File: src/rtl/i2c_sched_pkg.sv
// Shared types and constants for the ADT7420 I2C transaction scheduler.
package i2c_sched_pkg;

  typedef enum logic [2:0] {
    IDLE  = 3'd0,
    ARB   = 3'd1,
    ISSUE = 3'd2,
    WAIT  = 3'd3,
    RETRY = 3'd4,
    DONE  = 3'd5
  } state_t;

  typedef enum logic {
    GNT_HOST = 1'b0,
    GNT_POLL = 1'b1
  } grant_t;

  localparam logic [6:0]  ADT7420_ADDR     = 7'h48;
  localparam logic [7:0]  ADT7420_TEMP_REG = 8'h00;
  localparam int unsigned POLL_CNT_W       = 32;

endpackage

File: src/rtl/i2c_txn_scheduler_poll_timer.sv
// Free-running poll period counter; raises poll_pend at each wrap, at most one queued.
module i2c_poll_timer
  import i2c_sched_pkg::*;
#(
  parameter int unsigned POLL_PERIOD = 100_000
) (
  input  logic clk,
  input  logic rst,
  input  logic poll_clr,
  output logic poll_pend
);

  logic [POLL_CNT_W-1:0] cnt;
  logic                  wrap;

  assign wrap = (POLL_PERIOD != 0) && (cnt == POLL_PERIOD - 1);

  always_ff @(posedge clk or posedge rst) begin
    if (rst) begin
      cnt       <= '0;
      poll_pend <= 1'b0;
    end else begin
      if (POLL_PERIOD == 0 || wrap) cnt <= '0;
      else                          cnt <= cnt + 1'b1;

      // A wrap arriving while a poll is still queued is discarded.
      if (wrap && !poll_pend) poll_pend <= 1'b1;
      else if (poll_clr)      poll_pend <= 1'b0;
    end
  end

endmodule

File: src/rtl/i2c_txn_scheduler.sv
// Shares the ADT7420 byte engine between host commands and a periodic temperature poll,
// with NACK retry, hung-bus timeout and latched temperature.
module i2c_txn_scheduler
  import i2c_sched_pkg::*;
#(
  parameter int unsigned POLL_PERIOD = 100_000,
  parameter int unsigned MAX_RETRY   = 3,
  parameter int unsigned TIMEOUT     = 4096,
  parameter logic [6:0]  DEV_ADDR    = ADT7420_ADDR,
  parameter logic [7:0]  TEMP_REG    = ADT7420_TEMP_REG
) (
  input  logic        FSM_Clk,
  input  logic        reset,
  input  logic        host_req,
  input  logic        host_rw,
  input  logic [7:0]  host_reg,
  input  logic [7:0]  host_wdata,
  output logic        host_done,
  output logic [15:0] host_rdata,
  output logic        eng_valid,
  input  logic        eng_ready,
  output logic        eng_rw,
  output logic [6:0]  eng_dev,
  output logic [7:0]  eng_reg,
  output logic [7:0]  eng_wdata,
  input  logic        eng_done,
  input  logic        eng_nack,
  input  logic [15:0] eng_rdata,
  output logic [12:0] temp,
  output logic        temp_valid,
  output logic        error,
  output logic        busy,
  output logic [7:0]  State
);

  state_t      state;
  grant_t      grant, last_grant;
  logic        host_req_q, host_pend, poll_pend, poll_clr;
  logic [31:0] retry_cnt, to_cnt;
  logic [15:0] rdata_q;
  logic        fail_q;

  assign busy     = (state != IDLE);
  assign State    = {5'b0, state};
  assign poll_clr = (state == DONE) && (grant == GNT_POLL);

  i2c_poll_timer #(.POLL_PERIOD(POLL_PERIOD)) u_poll_timer (
    .clk       (FSM_Clk),
    .rst       (reset),
    .poll_clr  (poll_clr),
    .poll_pend (poll_pend)
  );

  always_ff @(posedge FSM_Clk or posedge reset) begin
    if (reset) begin
      host_req_q <= 1'b0;
      host_pend  <= 1'b0;
    end else begin
      host_req_q <= host_req;
      if (host_req && !host_req_q && !host_pend)    host_pend <= 1'b1;
      else if (state == DONE && grant == GNT_HOST)  host_pend <= 1'b0;
    end
  end

  always_ff @(posedge FSM_Clk or posedge reset) begin
    if (reset) begin
      state      <= IDLE;
      grant      <= GNT_POLL;
      last_grant <= GNT_POLL;
      retry_cnt  <= '0;
      to_cnt     <= '0;
      rdata_q    <= '0;
      fail_q     <= 1'b0;
      host_done  <= 1'b0;
      host_rdata <= '0;
      eng_valid  <= 1'b0;
      eng_rw     <= 1'b0;
      eng_dev    <= '0;
      eng_reg    <= '0;
      eng_wdata  <= '0;
      temp       <= '0;
      temp_valid <= 1'b0;
      error      <= 1'b0;
    end else begin
      host_done <= 1'b0;
      case (state)
        IDLE: if (host_pend || poll_pend) state <= ARB;
        ARB: begin
          // With both pending, the requester not served last time wins.
          if (host_pend && (!poll_pend || last_grant == GNT_POLL)) begin
            grant      <= GNT_HOST;
            last_grant <= GNT_HOST;
            eng_rw     <= host_rw;
            eng_reg    <= host_reg;
            eng_wdata  <= host_wdata;
          end else begin
            grant      <= GNT_POLL;
            last_grant <= GNT_POLL;
            eng_rw     <= 1'b1;
            eng_reg    <= TEMP_REG;
            eng_wdata  <= '0;
          end
          eng_dev   <= DEV_ADDR;
          retry_cnt <= '0;
          to_cnt    <= '0;
          eng_valid <= 1'b1;
          state     <= ISSUE;
        end
        ISSUE: begin
          if (eng_valid && eng_ready) begin
            eng_valid <= 1'b0;
            to_cnt    <= '0;
            state     <= WAIT;
          end else if (to_cnt == TIMEOUT - 1) begin
            eng_valid <= 1'b0;
            fail_q    <= 1'b1;
            rdata_q   <= '0;
            state     <= DONE;
          end else begin
            to_cnt <= to_cnt + 1'b1;
          end
        end
        WAIT: begin
          if (eng_done && !eng_nack) begin
            fail_q  <= 1'b0;
            rdata_q <= eng_rdata;
            state   <= DONE;
          end else if (eng_done && retry_cnt < MAX_RETRY) begin
            state <= RETRY;
          end else if (eng_done || to_cnt == TIMEOUT - 1) begin
            fail_q  <= 1'b1;
            rdata_q <= '0;
            state   <= DONE;
          end else begin
            to_cnt <= to_cnt + 1'b1;
          end
        end
        RETRY: begin
          retry_cnt <= retry_cnt + 1'b1;
          to_cnt    <= '0;
          eng_valid <= 1'b1;
          state     <= ISSUE;
        end
        DONE: begin
          error <= fail_q;
          if (grant == GNT_HOST) begin
            host_done  <= 1'b1;
            host_rdata <= rdata_q;
          end else if (!fail_q) begin
            temp       <= rdata_q[15:3];
            temp_valid <= 1'b1;
          end
          state <= IDLE;
        end
        default: state <= IDLE;
      endcase
    end
  end

endmodule

File: config.mk
export PLATFORM = sky130hd
export DESIGN_NAME = i2c_txn_scheduler
export DESIGN_NICKNAME = d
export VERILOG_FILES = /design/src/rtl/i2c_sched_pkg.sv /design/src/rtl/i2c_txn_scheduler_poll_timer.sv /design/src/rtl/i2c_txn_scheduler.sv
export SDC_FILE = /design/constraint.sdc
export NUM_CORES = 1
export LEC_CHECK = 0
export BUFFER_PORTS_ARGS = -buffer_cell sky130_fd_sc_hd__buf_4
export CORE_MARGIN = 4
export CORE_UTILIZATION = 58
export DETAILED_ROUTE_END_ITERATION = 8
export GPL_TIMING_DRIVEN = 0
export PLACE_DENSITY = 0.91
export SLEW_MARGIN = 20
export SYNTH_ARGS = -nofsm -noshare
export SYNTH_HDL_FRONTEND = slang
export SYNTH_SLANG_ARGS = --single-unit
File: constraint.sdc
create_clock -name FSM_Clk -period 6.79 [get_ports FSM_Clk]
set_clock_uncertainty 0.05 [all_clocks]
set_input_delay 0.679 -clock FSM_Clk [delete_from_list [all_inputs] [get_ports FSM_Clk]]
set_output_delay 0.679 -clock FSM_Clk [all_outputs]
set_load 0.005 [all_outputs]
* After elaboration in Yosys (flattened, before gate mapping) *
Cells that the tools add are included.

storage, ports and cells
  register bits = 171
  latch bits = 0
  memory bits (writable) = 0
  memory bits (read-only) = 0
  input bits = 39
  output and inout bits = 66
  logic and storage cells = 115
  memories = 0

cells by class
  $add $sub $neg = 3
  multiply operators = 0
  divide/modulo/power cells = 0
  magnitude comparators = 1
  equality and inequality tests = 18
  shift-type cells = 0
  muxes and demuxes = 40
  bitwise logic cells = 2
  reduce and logical (&&, ||, !) cells = 31

operators with widths
  kind                                                                   number
  32-bit 2-to-1 mux                                                      6
  32-bit by 1-bit adder with 32-bit output, second input constant        3
  32-bit case mux with 3 select lines                                    1
  16-bit 2-to-1 mux                                                      5
  32-bit case mux with 2 select lines                                    1
  32-bit by 12-bit == test with 1-bit output, second input constant      1
  32-bit by 17-bit == test with 1-bit output, second input constant      1
  32-bit by 2-bit < comparator with 1-bit output, second input constant  1
  16-bit case mux with 2 select lines                                    1
  3-bit 2-to-1 mux                                                       6
  8-bit 2-to-1 mux                                                       2
  1-bit 2-to-1 mux                                                       15
  2-bit != test, second input constant                                   6
  3-bit != test, second input constant                                   4
  3-bit case mux with 4 select lines                                     1
  5-bit AND reduction                                                    2
  2-bit nonzero test                                                     5
  1-bit logical AND                                                      9
  3-bit by 2-bit == test with 1-bit output, second input constant        2
  3-bit == test, second input constant                                   2
  3-bit AND reduction                                                    2
  3-bit nonzero test                                                     2
  1-bit logical NOT                                                      4
  4-bit != test, second input constant                                   1
  7 further kinds                                                        12

* Depth between registers and ports, before layout *
  depth in word-level cells = 6
  mapped depth = 9
  mapped depth without buffers = 7

* Cells and area by module *
Synthesis repeated with hierarchy kept, for this count alone.

unflattened totals
  cell total of the unflattened synthesis = 737
  area, all modules = 8146.6 sq um

modules (own cells, without submodules)
  module             instances  cells each  area each (sq um)  sequential area each (sq um)
  i2c_txn_scheduler  1          588         6537.5             3454.6
  i2c_poll_timer     1          149         1609.0             825.8

* Least setup slack after synthesis *
OpenSTA, ideal clock, no wires.

  path type = input-to-reg
  start = in eng_done
  end = reg to_cnt[27]
  library setup time = 0.127 ns
  arrival = 2.210 ns
  data required time = 6.613 ns
  slack = 4.403 ns
  stages = 7
  buffers on the path = 1
  cells stage by stage = and4b_1 > nand4b_4 > or3_1 > buf_2 > or3_4 > o211ai_2 > o31ai_2

between the ends
  cells in the longest elaborated chain, start to end = 3
  elaborated cells on any way between the ends = 7
  classes of those cells = eq/ne (3); reduce/logical (4)

ends and longest elaborated chain
  what                                      line                      RTL
  start: declaration                        i2c_txn_scheduler.sv:26   input logic eng_done,
  1-bit logical OR (tied with other cells)  i2c_txn_scheduler.sv:130  end else if (eng_done || to_cnt == TIMEOUT - 1) begin
  2-bit != test (no source line)            n/a
  5-bit AND reduction (no source line) (*)  n/a
  end signal: assignment                    i2c_txn_scheduler.sv:120  to_cnt <= to_cnt + 1'b1;
  end signal: assignment                    i2c_txn_scheduler.sv:135  to_cnt <= to_cnt + 1'b1;
  end: declaration                          i2c_txn_scheduler.sv:39   logic [31:0] retry_cnt, to_cnt;

Mark *: on every way between the ends. The rest lies on a longest branch, timed or not.
A chain may end at the register's enable or synchronous reset.

* Worst setup path after layout *
  start = reg to_cnt[15]
  end = reg to_cnt[10]

between the ends
  cells in the longest elaborated chain, start to end = 4
  elaborated cells on any way between the ends = 5
  classes of those cells = eq/ne (3); reduce/logical (2)

ends and longest elaborated chain
  what                                            line
  32-bit by 12-bit == test with 1-bit output (*)  i2c_txn_scheduler.sv:114, i2c_txn_scheduler.sv:130
  1-bit logical OR                                i2c_txn_scheduler.sv:130
  2-bit != test (no source line)                  n/a
  5-bit AND reduction (no source line) (*)        n/a

Marked as above.

==> impl_metrics.json <==
{
  "worst_pin_slew_ns": 0.975,
  "num_rows": 42,
  "synth_flop_cell": "dfrtp_1",
  "route.detailed.drc": 0,
  "grt_overflow_total": 0,
  "finish.utilization": 0.706,
  "routed_wl_um": 18400,
  "nNetsFinal": 886,
  "port_buffers": 94,
  "timing.fmax_mhz": 368,
  "critPathLaunchType": "flop",
  "synthCells": 721,
  "p_comb_frac": 0.258,
  "internal_power_mw": 2.04,
  "core-area_sq_um": 13200,
  "post-dp-hpwl_um": 12200,
  "cp.arrival_ns": 3.02,
  "ir_drop_v": 0.000227,
  "drv_slew": 0,
  "cts-resized-gates": 0,
  "multi_input_area_sq_um": 3300,
  "ys_types": 55,
  "status": "complete, no violations",
  "grt_max_degree": 102,
  "drt_iter0_markers": 533,
  "ys_warn_count": 0,
  "avgRoutedWirePerCell_um": 17.8,
  "cp_max_fo": 10,
  "nFillCells": 899,
  "ant_nets": 0,
  "synth-seq-area-share": 0.551,
  "p_sw_frac": 0.325,
  "min_period_ns": 2.72,
  "ys_ff_latch": 171,
  "power_density_nw_per_um2": 325,
  "vias_per_cell": 6.05,
  "area_growth_syn_to_layout_pct": 19.9,
  "dieWidth_um": 124,
  "async_flop_share": 1.00,
  "place_congestion": 0.815,
  "htree_levels": 4,
  "post-route-period-util": 0.400,
  "chipHeight_um": 124,
  "cts_inserted_buffers": 17,
  "switchingPower_mw": 0.983,
  "worst_ep_required_time_ns": 7.09,
  "register_area_sq_um": 4280,
  "cts-hold-fix-buffers": 0,
  "hold_viol_final": 0,
  "antenna_cells": 0,
  "ios": 105,
  "hold_class": "input pin to async pin",
  "clock_latency_ns": 0.43,
  "clk_pin_slew_ns": 0.06,
  "setup_viol": 0,
  "rsz0062_at_grt": "no",
  "syn_area_per_cell_sq_um": 10.8,
  "p_leak_nw": 4.35,
  "layout-drive-gt1-share": 0.225,
  "cts_root_buffer": "clkbuf_16",
  "cts_sinks": 171,
  "dr.pass1.iters": 5,
  "largestRegisters": "retry_cnt x32, to_cnt x32, u_poll_timer.cnt x32",
  "clock_path_buffers": 2,
  "synth_edf_count": 0,
  "clock_power_share": 0.298,
  "slew_headroom": 0.345,
  "cts_tree": "built",
  "power_frac_seq": 0.444,
  "synth_area_sq_um": 7770,
  "track_usage": 0.251,
  "grt_first_pass_wirelength_um": 30200,
  "die_area_sq_um": 15300,
  "finalPower_mw": 3.03,
  "initial_core_util": 0.589,
  "grt_pass1_vias": 6083,
  "path_class": "flop to flop",
  "route.vias.total": 6249,
  "post-cts-setup-buffers": 0,
  "cp-end-kind": "flop",
  "max-cap-violations": 0,
  "grt_antenna_before_repair": 0
}
[through the flow]
stage                     hold slack, ns  worst slack (ns)  TNS, ns  cells  cell area, sq um
after floorplan                    0.393              1.43        0    730              7810
after global placement             0.404            -0.323   -53.26   1000              8730
after detailed placement           0.410              4.03        0   1001              8770
after CTS                          0.268              4.12        0   1033              9320
after global routing               0.282              3.66        0   1033              9320
final                              0.252              4.07        0   1033              9320
[kinds of logic (layout without fill, tap and decap cells)]
kind of cell,Yosys count,in the layout,share of synthesized area
AOI/OAI and AO/OA,104,104,0.0898
xor gates and xnor gates,50,50,0.0563
adders and majority gates,3,3,0.00483
buffers and inverters,48,175,0.0299
DFF,171,171,0.551
muxes,41,41,0.0576
other,1,10,0.000482
and+or+nand+nor,303,303,0.210
[power groups by stage]
stage	registers [mW]	clock network, mW	logic (mW)
floorplan	1.32	0	0.433
global placement	1.34	0	0.742
detailed placement	1.35	0	0.770
CTS	1.34	0.909	0.783
global route	1.36	0.953	0.858
finish	1.34	0.902	0.780
[area by class of cell]
type / count / area share
clock buffer: 17 / 0.0457
clock inverter: 15 / 0.0129
timing repair buffer: 95 / 0.0787
sequential: 171 / 0.459
inverter: 15 / 0.00685
multi-input combinational: 511 / 0.354
tap: 176 / 0.0236
buffer: 33 / 0.0189
[final timing paths]
check	startpoint	endpoint	slack (ns)	depth (start not counted)
min in group FSM_Clk	host_req	host_req_q	0.32	1
max in group asynchronous	reset	last_grant	5.58	3
max	to_cnt[15]	to_cnt[10]	4.07	8
min	reset	u_poll_timer.cnt[31]	0.25	2
max reg2reg	to_cnt[15]	to_cnt[10]	4.07	8
min reg2reg	temp_valid	temp_valid	0.42	1
[routing by layer]
| metal | vias to the layer above | share of wire | track usage | routed length (um) |
|---|---|---|---|---|
| met5 | - | 0 | 0 | 0 |
| met4 | 0 | 0.018 | 0.0844 | 339 |
| met3 | 41 | 0.071 | 0.0690 | 1300 |
| met2 | 255 | 0.50 | 0.400 | 9270 |
| met1 | 3105 | 0.41 | 0.334 | 7460 |
| li1 | 2848 | - | - | - |
[synth_stat cells (9+ instances only)]
| master | count | area [sq um] |
|---|---|---|
| dfrtp_1 | 170 | 4250 |
| nor2_1 | 60 | 225 |
| nand2_1 | 58 | 218 |
| nand3_1 | 58 | 290 |
| a22o_1 | 32 | 280 |
| mux2_2 | 30 | 338 |
| o21ai_0 | 28 | 140 |
| xor2_1 | 27 | 236 |
| xnor2_1 | 23 | 201 |
| nand4_1 | 22 | 138 |
| nor4_1 | 20 | 125 |
| a21oi_1 | 17 | 85.1 |
| nor3_1 | 17 | 85.1 |
| and3_1 | 14 | 87.6 |
| inv_1 | 13 | 48.8 |
| buf_4 | 11 | 82.6 |
| mux2i_1 | 11 | 110 |
| and4_1 | 10 | 87.6 |
| clkbuf_1 | 10 | 37.5 |
| buf_2 | 9 | 45.0 |
| o21ai_1 | 9 | 45.0 |
[critical path, stage by stage (launching register included)]
cell and delay, ns:
dfrtp_1 0.46, nor4b_1 0.33, nand4_1 0.17, nor4_1 0.65
o21a_1 0.26, buf_2 0.20, buf_2 0.24, o21ai_0 0.12
a21oi_1 0.15
[cells in the final DEF, fill, tap and decap left out, drive strengths merged, types with 22 or more instances in the layout]
master,netlist,routed
nand4,22,22
dfrtp,170,170
mux2,30,30
o21ai,37,37
buf,23,118
clkbuf,10,27
a22o,32,32
nor4,23,23
xor2,27,27
nand2,58,58
nand3,58,58
xnor2,23,23
nor2,60,60
Note: power is estimated with default switching activity, not from simulation.
